File: src/rtl/csr_access_sequencer_if.sv
// CSR register-file port between the CSR access sequencer (master) and the CSR file (slave).
interface csr_access_sequencer_if #(
  parameter int XLEN          = 32,
  parameter int CSR_ADDR_BITS = 12
);
  // Requests are one-cycle pulses with no back-pressure. A read is answered by
  // read_en_in/read_data_in some cycles later. csr_fault is valid exactly one
  // cycle after a request is issued: alongside read_en_in for a read, and in
  // the cycle after write_enable for a write.
  logic                     read_enable;
  logic [CSR_ADDR_BITS-1:0] read_addr;
  logic                     read_en_in;
  logic [XLEN-1:0]          read_data_in;
  logic                     write_enable;
  logic [CSR_ADDR_BITS-1:0] write_addr;
  logic [XLEN-1:0]          write_data;
  logic                     csr_fault;

  modport master (
    output read_enable, read_addr, write_enable, write_addr, write_data,
    input  read_en_in, read_data_in, csr_fault
  );

  modport slave (
    input  read_enable, read_addr, write_enable, write_addr, write_data,
    output read_en_in, read_data_in, csr_fault
  );
endinterface

File: src/rtl/csr_access_sequencer.sv
// Executes one Zicsr instruction as a read-modify-write sequence against the CSR file,
// returning the old CSR value for rd or flagging an illegal access.
module csr_access_sequencer #(
  parameter int XLEN          = 32,
  parameter int CSR_ADDR_BITS = 12,
  parameter int RD_TIMEOUT    = 15
) (
  input  logic                     clk,
  input  logic                     reset_n,
  input  logic                     sync_reset,
  input  logic                     start,
  input  logic                     flush,
  input  logic [2:0]               funct3,
  input  logic [CSR_ADDR_BITS-1:0] csr_addr,
  input  logic [4:0]               rs1_field,
  input  logic [XLEN-1:0]          rs1_value,
  input  logic [4:0]               rd_field,
  output logic                     busy,
  output logic                     done,
  output logic                     rd_we,
  output logic [4:0]               rd_addr,
  output logic [XLEN-1:0]          rd_data,
  output logic                     illegal,
  output logic [CSR_ADDR_BITS-1:0] illegal_addr,
  output logic [2:0]               dbg_state,
  csr_access_sequencer_if.master   csr
);

  typedef enum logic [2:0] {
    S_IDLE, S_RD_REQ, S_RD_WAIT, S_WR_REQ, S_WR_CHK, S_DONE, S_ILLEGAL
  } state_t;

  localparam int TMO_W = $clog2(RD_TIMEOUT + 1);

  state_t                   state;
  logic [1:0]               op_q;
  logic [CSR_ADDR_BITS-1:0] addr_q;
  logic [XLEN-1:0]          src_q;
  logic [XLEN-1:0]          old_q;
  logic                     do_write_q;
  logic [TMO_W-1:0]         tmo_cnt;

  logic [XLEN-1:0] dec_src;
  logic            dec_read;
  logic            dec_write;
  logic            dec_illegal;

  always_comb begin
    dec_src     = funct3[2] ? {{(XLEN-5){1'b0}}, rs1_field} : rs1_value;
    dec_read    = !(funct3[1:0] == 2'b01 && rd_field == 5'd0);
    dec_write   = (funct3[1:0] == 2'b01) || (rs1_field != 5'd0);
    // Top two address bits 11 mark a read-only CSR.
    dec_illegal = (funct3[1:0] == 2'b00) ||
                  (dec_write && csr_addr[CSR_ADDR_BITS-1 -: 2] == 2'b11);
  end

  function automatic logic [XLEN-1:0] wr_value(input logic [1:0] op,
                                               input logic [XLEN-1:0] old,
                                               input logic [XLEN-1:0] src);
    case (op)
      2'b10:   wr_value = old | src;
      2'b11:   wr_value = old & ~src;
      default: wr_value = src;
    endcase
  endfunction

  assign busy      = (state != S_IDLE);
  assign dbg_state = state;

  always_ff @(posedge clk or negedge reset_n) begin
    if (!reset_n) begin
      state <= S_IDLE;  op_q <= '0;  addr_q <= '0;  src_q <= '0;  old_q <= '0;
      do_write_q <= 1'b0;  tmo_cnt <= '0;
      done <= 1'b0;  rd_we <= 1'b0;  rd_addr <= '0;  rd_data <= '0;
      illegal <= 1'b0;  illegal_addr <= '0;
      csr.read_enable <= 1'b0;  csr.read_addr <= '0;
      csr.write_enable <= 1'b0;  csr.write_addr <= '0;  csr.write_data <= '0;
    end else if (sync_reset) begin
      state <= S_IDLE;  op_q <= '0;  addr_q <= '0;  src_q <= '0;  old_q <= '0;
      do_write_q <= 1'b0;  tmo_cnt <= '0;
      done <= 1'b0;  rd_we <= 1'b0;  rd_addr <= '0;  rd_data <= '0;
      illegal <= 1'b0;  illegal_addr <= '0;
      csr.read_enable <= 1'b0;  csr.read_addr <= '0;
      csr.write_enable <= 1'b0;  csr.write_addr <= '0;  csr.write_data <= '0;
    end else begin
      // Pulse outputs are high only in the cycle of the state that owns them.
      done             <= 1'b0;
      rd_we            <= 1'b0;
      illegal          <= 1'b0;
      csr.read_enable  <= 1'b0;
      csr.write_enable <= 1'b0;
      case (state)
        S_IDLE: begin
          if (start && !flush) begin
            op_q           <= funct3[1:0];
            addr_q         <= csr_addr;
            src_q          <= dec_src;
            do_write_q     <= dec_write;
            old_q          <= '0;
            rd_addr        <= rd_field;
            csr.read_addr  <= csr_addr;
            csr.write_addr <= csr_addr;
            if (dec_illegal) begin
              state        <= S_ILLEGAL;
              illegal      <= 1'b1;
              illegal_addr <= csr_addr;
            end else if (dec_read) begin
              state           <= S_RD_REQ;
              csr.read_enable <= 1'b1;
            end else begin
              state            <= S_WR_REQ;
              csr.write_enable <= 1'b1;
              csr.write_data   <= wr_value(funct3[1:0], '0, dec_src);
            end
          end
        end
        S_RD_REQ: begin
          tmo_cnt <= '0;
          state   <= flush ? S_IDLE : S_RD_WAIT;
        end
        S_RD_WAIT: begin
          if (flush) begin
            state <= S_IDLE;
          end else if (csr.read_en_in) begin
            if (csr.csr_fault) begin
              state        <= S_ILLEGAL;
              illegal      <= 1'b1;
              illegal_addr <= addr_q;
            end else begin
              old_q <= csr.read_data_in;
              if (do_write_q) begin
                state            <= S_WR_REQ;
                csr.write_enable <= 1'b1;
                csr.write_data   <= wr_value(op_q, csr.read_data_in, src_q);
              end else begin
                state   <= S_DONE;
                done    <= 1'b1;
                rd_we   <= (rd_addr != 5'd0);
                rd_data <= csr.read_data_in;
              end
            end
          end else if (tmo_cnt == TMO_W'(RD_TIMEOUT - 1)) begin
            state        <= S_ILLEGAL;
            illegal      <= 1'b1;
            illegal_addr <= addr_q;
          end else begin
            tmo_cnt <= tmo_cnt + 1'b1;
          end
        end
        S_WR_REQ: state <= S_WR_CHK;
        S_WR_CHK: begin
          if (csr.csr_fault) begin
            state        <= S_ILLEGAL;
            illegal      <= 1'b1;
            illegal_addr <= addr_q;
          end else begin
            state   <= S_DONE;
            done    <= 1'b1;
            rd_we   <= (rd_addr != 5'd0);
            rd_data <= old_q;
          end
        end
        default: state <= S_IDLE;
      endcase
    end
  end

endmodule

File: src/flat_wrapper.sv
// flat-port wrapper written by rule: the top's interface ports become plain ports
module csr_access_sequencer_flat 
#(
  parameter int XLEN          = 32,
  parameter int CSR_ADDR_BITS = 12,
  parameter int RD_TIMEOUT    = 15
)
  (clk, reset_n, sync_reset, start, flush, funct3, csr_addr, rs1_field, rs1_value, rd_field, busy, done, rd_we, rd_addr, rd_data, illegal, illegal_addr, dbg_state, csr_read_enable, csr_read_addr, csr_write_enable, csr_write_addr, csr_write_data, csr_read_en_in, csr_read_data_in, csr_csr_fault);
  csr_access_sequencer_if #(.XLEN(XLEN), .CSR_ADDR_BITS(CSR_ADDR_BITS)) csr_i ();
  input  logic clk;
  input  logic reset_n;
  input  logic sync_reset;
  input  logic start;
  input  logic flush;
  input  logic [2:0] funct3;
  input  logic [CSR_ADDR_BITS-1:0] csr_addr;
  input  logic [4:0] rs1_field;
  input  logic [XLEN-1:0] rs1_value;
  input  logic [4:0] rd_field;
  output logic busy;
  output logic done;
  output logic rd_we;
  output logic [4:0] rd_addr;
  output logic [XLEN-1:0] rd_data;
  output logic illegal;
  output logic [CSR_ADDR_BITS-1:0] illegal_addr;
  output logic [2:0] dbg_state;
  output wire logic [$bits(csr_i.read_enable)-1:0] csr_read_enable;
  output wire logic [$bits(csr_i.read_addr)-1:0] csr_read_addr;
  output wire logic [$bits(csr_i.write_enable)-1:0] csr_write_enable;
  output wire logic [$bits(csr_i.write_addr)-1:0] csr_write_addr;
  output wire logic [$bits(csr_i.write_data)-1:0] csr_write_data;
  input wire logic [$bits(csr_i.read_en_in)-1:0] csr_read_en_in;
  input wire logic [$bits(csr_i.read_data_in)-1:0] csr_read_data_in;
  input wire logic [$bits(csr_i.csr_fault)-1:0] csr_csr_fault;
  assign csr_read_enable = csr_i.read_enable;
  assign csr_read_addr = csr_i.read_addr;
  assign csr_write_enable = csr_i.write_enable;
  assign csr_write_addr = csr_i.write_addr;
  assign csr_write_data = csr_i.write_data;
  assign csr_i.read_en_in = csr_read_en_in;
  assign csr_i.read_data_in = csr_read_data_in;
  assign csr_i.csr_fault = csr_csr_fault;
  csr_access_sequencer #(.XLEN(XLEN), .CSR_ADDR_BITS(CSR_ADDR_BITS), .RD_TIMEOUT(RD_TIMEOUT)) u_core (.clk(clk), .reset_n(reset_n), .sync_reset(sync_reset), .start(start), .flush(flush), .funct3(funct3), .csr_addr(csr_addr), .rs1_field(rs1_field), .rs1_value(rs1_value), .rd_field(rd_field), .busy(busy), .done(done), .rd_we(rd_we), .rd_addr(rd_addr), .rd_data(rd_data), .illegal(illegal), .illegal_addr(illegal_addr), .dbg_state(dbg_state), .csr(csr_i));
endmodule
File: config.mk
export PLATFORM = sky130hd
export DESIGN_NAME = csr_access_sequencer_flat
export DESIGN_NICKNAME = d
export VERILOG_FILES = /design/src/rtl/csr_access_sequencer_if.sv /design/src/rtl/csr_access_sequencer.sv /design/src/flat_wrapper.sv
export SDC_FILE = /design/constraint.sdc
export NUM_CORES = 1
export LEC_CHECK = 0
export CORE_UTILIZATION = 30
export DETAILED_ROUTE_END_ITERATION = 16
export PLACE_DENSITY = 0.63
export SLEW_MARGIN = 20
export SYNTH_ARGS = -nofsm -noshare
export SYNTH_HDL_FRONTEND = slang
export SYNTH_SLANG_ARGS = --single-unit
File: constraint.sdc
create_clock -name clk -period 2.56 [get_ports clk]
set_clock_uncertainty 0.15 [all_clocks]
set_input_delay 0.384 -clock clk [delete_from_list [all_inputs] [get_ports clk]]
set_output_delay 0.384 -clock clk [all_outputs]
set_load 0.01 [all_outputs]
==> reports/metrics.csv, run 1 <==
metric;value;unit
cpLargestDelayFamily;compound AO/OA/AOI/OAI gates;
cpMaxStageDelayCell;or4_4;
synth_top_area_share;49.3;%
synthFlopType;dfrtp_1;
synth_fp_nets;1039;
max-cap-violations;0;
grt_overflow;0;
finish.utilization;41.7;%
die_h;173;um
htreeDepth;4;
ant_nets;0;
finalSetupViolCount;0;
grt_pass1_wl;44100;um
maxSlewViolCount;0;
max_slew_margin;51.4;%
p_switching;2.37;mW
muxShareOfSynthArea;5.08;%
clockBufferDepth;2;
synth_most_common_cell;nand2_1;
hpwl;19500;um
drtIter0Drc;483;
synth_fa_ha_area_share;0.286;%
synth_top_family_by_area;compound AO/OA/AOI/OAI gates;
finalCritPeriodShare;96.5;%
synthCells;941;
synth_area;8740;um^2
cp_max_fo;12;
rsz0062_at_grt;false;
cellLeakagePower;4.72;nW
yosys_warnings;0;
fin_area;12000;um^2
antenna_found_initial;0;
cp-start-kind;primary input;
die_width;173;um
wl;27800;um
cpPeakStageDelay;560;ps
synth.distinct_cells;54;
wire_per_inst;18.3;um
postCtsSetupRepairBufs;0;
n_fill_cell;2852;
initial_core_util;30.4;%
crit_type;primary input to flip-flop;
seqPwrFrac;40.5;%
grt.total_usage;18.8;%
drc_errors;0;
ys_async_sr_fraction;100;%
p_per_area;638;nW/um^2
dieArea;29800;um^2
syn2layout_area_growth;37.0;%
num_rows;62;
grt_start_max_net_pins;65;
cts_root_buffer;clkbuf_16;
routabilityCongestion;0.853;
cts_buffers;17;
path_buf_inv;2;
viasPerCell;4.98;
grt_pass1_vias;7532;
power;7.64;mW
arrival;2680;ps
io_buffers;209;
synth-xor-area-share;0.200;%
fmax;405;MHz
postPlaceCellArea;11400;um^2
vdd_ir_drop_max;409;uV
worstSkewPairLatency;430;ps
endpoint_kind;flip-flop;
diodes;0;
required;2770;ps
layout-drive-gt1-share;11.5;%
status;finished, final reports clean;
pwr-share-comb;25.2;%
period_needed;2470;ps
finalHoldViolations;0;
yosys-top-cells-area;dfrtp_1, nand2_1, a21oi_1;
vias;7576;
crit_chain;clkdlybuf4s50_1 > or4_4 > o311a_4 > o41ai_2 > a221o_1 > buf_12 > a22o_1;
synth_commonest_cells;nand2_1, dfrtp_1, a21oi_1;
hold_path.class;primary input to flip-flop;
p_clk_share;34.3;%
drtPass1Iterations;5;
fin_nets;1222;
synth-seq-cells;172;
switching_share;31.1;%
intPower;5.26;mW
worst_pin_slew;725;ps
ys_seq_area_share;49.3;%
synthSimpleGateAreaFrac;16.7;%
synth_top_cell_by_area;dfrtp_1;
core;28700;um^2
clkSlewWorstSetupHoldPaths;70;ps
synth_compound_area_share;22.8;%
synth.avg_cell_area;9.29;um^2
cts_tree;built;
synth_edf_count;0;
ios;210;
cts.sinks;172;
sequential cells by signal, summed over array words and instances (netlist names):
register                 flops
u_core.op_q                  2
u_core.rd_data              32
u_core.old_q                32
u_core.csr.write_enable      1
u_core.csr.write_data       32
u_core.done                  1
u_core.illegal_addr         12
u_core.do_write_q            1
u_core.tmo_cnt               4
u_core.rd_we                 1
u_core.addr_q               12
u_core.dbg_state             3
u_core.rd_addr               5
u_core.csr.read_enable       1
u_core.src_q                32
u_core.illegal               1
cell families (layout without fill, tap and decap cells):
| logic type | count (synthesis) | count (layout) |
|---|---|---|
| multiplexers | 43 | 43 |
| AND/OR/NAND/NOR | 325 | 325 |
| flip-flops | 172 | 172 |
| XOR/XNOR | 2 | 2 |
| adder cells (fa/ha/maj) | 2 | 2 |
| buffers and inverters | 103 | 299 |
| AO/OA/AOI/OAI | 294 | 294 |
per-layer routing:
layer | wire length [um] | global-route usage (%) | up-vias
li1 | - | - | 3693
met1 | 13100 | 26.4 | 3614
met2 | 12700 | 28.9 | 252
met3 | 1770 | 5.23 | 17
met4 | 257 | 3.54 | 0
met5 | 0 | 0 | -
final timing paths:
kind | from | end | slack, ps | depth (start not counted)
hold reg to reg | u_core.old_q[24] | u_core.old_q[24] | 330 | 2
max in group asynchronous | reset_n | u_core.csr.write_data[24] | 1190 | 3
setup reg to reg | u_core.dbg_state[2] | u_core.rd_data[23] | 250 | 8
setup / recovery | rs1_field[4] | u_core.illegal_addr[11] | 90 | 7
min in group asynchronous | reset_n | u_core.rd_we | 290 | 2
hold / removal | sync_reset | u_core.do_write_q | 140 | 2
area by class of cell:
| class | instances | area [um^2] | area share (%) |
|---|---|---|---|
| clock buffer | 20 | 457 | 3.81 |
| clock inverter | 12 | 128 | 1.07 |
| inverter | 6 | 22.5 | 0.188 |
| multi-input combinational | 666 | 3970 | 33.2 |
| sequential | 172 | 4300 | 35.9 |
| tap | 384 | 480 | 4.01 |
| timing repair buffer | 261 | 2610 | 21.8 |
metrics by stage:
step	cells	hold slack, ps	worst slack (ps)	setup TNS, ps
2_1_floorplan	941	-61.6	167	0
6_report	1521	145	88.6	0
3_3_place_gp	1488	188	-301	-12650
4_1_cts	1521	117	83.2	0
5_1_grt	1521	134	3.99	0
3_5_place_dp	1488	197	-362	-14550
layout by cell type (no fill, tap or decap), drive strengths merged, types with 5 or more instances in the layout:
cell,n
mux2i,32
o21ai,38
nor2b,32
a22o,24
nand2,207
a31oi,28
nor2,26
mux2,11
nor3,30
a211oi,56
o31ai,30
buf,53
nor4,5
clkdlybuf4s50,206
inv,12
a21oi,101
clkbuf,20
dfrtp,172
timing repair:
item,in CTS,in global routing
gates cloned,0,0
hold buffers,1,0
endpoints found under the setup margin,1,3
endpoints found under the hold margin,38,0
gates resized for setup,1,2
power by group through the flow:
| stage | combinational [mW] | sequential, mW | clock (mW) |
|---|---|---|---|
| floorplan | 0.886 | 3.19 | 0 |
| global placement | 1.92 | 3.14 | 0 |
| detailed placement | 1.94 | 3.14 | 0 |
| CTS | 1.94 | 3.10 | 2.67 |
| global route | 2.09 | 3.12 | 2.80 |
| finish | 1.93 | 3.09 | 2.62 |
Power figures use the tool's default switching activity.
==> run 2, diff against run 1 <==
--- a/config.mk
+++ b/config.mk
@@ -5,6 +5,7 @@
 export SDC_FILE = /design/constraint.sdc
 export NUM_CORES = 1
 export LEC_CHECK = 0
+export CORE_MARGIN = 2
 export CORE_UTILIZATION = 30
 export DETAILED_ROUTE_END_ITERATION = 16
 export PLACE_DENSITY = 0.63
==> run 2 against run 1 <==
Net effect:
- via count increased by 1.6%
- critical path depth increased by 1
- routed wire length increased by 0.35%
- sequential share of layout area decreased by 0.11 points
- design area increased by 0.30%
- total power increased by 3.0%
- highest routed layer is now met5
==> reports/metrics.csv, run 2 (synthesized netlist as in run 1, its figures left out) <==
metric;value;unit
status;finished, final reports clean;
grt_start_max_net_pins;66;
syn2layout_area_growth;37.5;%
crit_type;primary input to flip-flop;
p_per_area;655;nW/um^2
layout-drive-gt1-share;11.3;%
finalHoldViolations;0;
ant_nets;0;
io_buffers;209;
htreeDepth;4;
power;7.86;mW
drtPass1Iterations;5;
grt_pass1_wl;43700;um
use_met3;4.61;%
busiest_layer;met2;
clkSlewWorstSetupHoldPaths;80;ps
grt.total_usage;18.4;%
cts_root_buffer;clkbuf_16;
worst_pin_slew;768;ps
setup_slack;95.8;ps
arrival;2600;ps
cp-start-kind;primary input;
p_clk_share;36.3;%
cts_tree;built;
cp_max_fo;17;
period_needed;2460;ps
use_met1;26.0;%
grt_use_met2;27.8;%
switching_share;32.0;%
post-place-ws;-411;ps
p_switching;2.51;mW
postPlaceCellArea;11400;um^2
seqPwrFrac;39.3;%
r2r_cells;5;
hp-start;sync_reset;
diodes;0;
fin_nets;1218;
r2r-end;u_core.do_write_q;
die_h;175;um
maxSlewViolCount;0;
finalCritPeriodShare;96.3;%
wl;27900;um
layout_common_cells;clkdlybuf4s50_1, nand2_1, dfrtp_1;
cts.sinks;172;
fmax;406;MHz
vdd_ir_drop_max;490;uV
viasPerCell;5.07;
holdPathEnd;u_core.illegal;
finalSetupViolCount;0;
pwr-share-comb;24.4;%
initial_core_util;30.4;%
hold_path.class;primary input to flip-flop;
rsz0062_at_grt;false;
max_slew_margin;48.5;%
fin_area;12000;um^2
core;28700;um^2
drtIter0Drc;648;
worstSkewPairLatency;440;ps
required;2690;ps
routabilityCongestion;0.835;
r2r_slack;320;ps
r2r-start;u_core.dbg_state[0];
grt_overflow;0;
vias;7694;
wire_per_inst;18.4;um
endpoint_kind;flip-flop;
antenna_found_initial;1;
dieArea;30500;um^2
grt_pass1_vias;7566;
drc_errors;0;
die_width;175;um
intPower;5.35;mW
hpwl;19300;um
final_common_cell;clkdlybuf4s50_1;
clockBufferDepth;2;
cellLeakagePower;4.73;nW
setup_tns;0;ps
min_delay_path_depth;2;
dp.cells;1484;
final_cells;1517;
ios;210;
cts_buffers;17;
max-cap-violations;0;
num_rows;62;
==> run 2: area by class of cell <==
cell class,count,area [um^2]
Fill cell,2806,16700
Multi-Input combinational cell,666,3970
Inverter,6,22.5
Timing Repair Buffer,257,2590
Tap cell,384,480
Clock buffer,17,425
Clock inverter,15,218
Sequential cell,172,4300
==> run 2: critical path: stages <==
cell and delay (ps):
clkdlybuf4s50_1 420, or4_4 570, o311a_4 350, nor4b_4 280
buf_4 170, or2_2 160, buf_12 170, a211oi_1 100
==> run 2: worst max-delay path by stage <==
stage	startpoint	endpoint	slack [ps]
floorplan	rs1_field[4]	u_core.csr.write_data[10]	170
global placement	funct3[0]	u_core.illegal_addr[10]	-350
detailed placement	rs1_field[4]	u_core.csr.write_data[18]	-410
CTS	rs1_field[4]	u_core.csr.write_data[18]	60
global route	rs1_field[4]	u_core.csr.write_data[21]	10
finish	rs1_field[4]	u_core.csr.write_data[18]	100
==> run 2: what timing repair did <==
item	in CTS	in global routing
buffers inserted	0	0
setup endpoints to repair	1	2
resized for setup	1	1
hold buffers	1	0
pin swaps	0	1
hold endpoints to repair	127	0
==> run 2: per-stage QoR <==
stage                     hold slack [ps]  util (%)
after global placement               69.1      39.5
after detailed placement             70.9      39.6
final                                97.1      41.8
after CTS                            70.4      41.8
after floorplan                     -61.6         -
after global routing                 83.1      41.8
==> run 2: per-layer routing <==
| metal | up-vias | wire (um) |
|---|---|---|
| li1 | 3682 | - |
| met1 | 3750 | 13100 |
| met2 | 237 | 12500 |
| met3 | 23 | 1780 |
| met4 | 2 | 480 |
| met5 | - | 16 |
==> run 2: power groups by stage <==
stage	sequential (mW)	combinational, mW	clock (mW)
2_1_floorplan	3.19	0.886	0
3_3_place_gp	3.14	1.92	0
3_5_place_dp	3.14	1.93	0
4_1_cts	3.09	1.94	2.90
5_1_grt	3.12	2.09	3.02
6_report	3.09	1.92	2.85
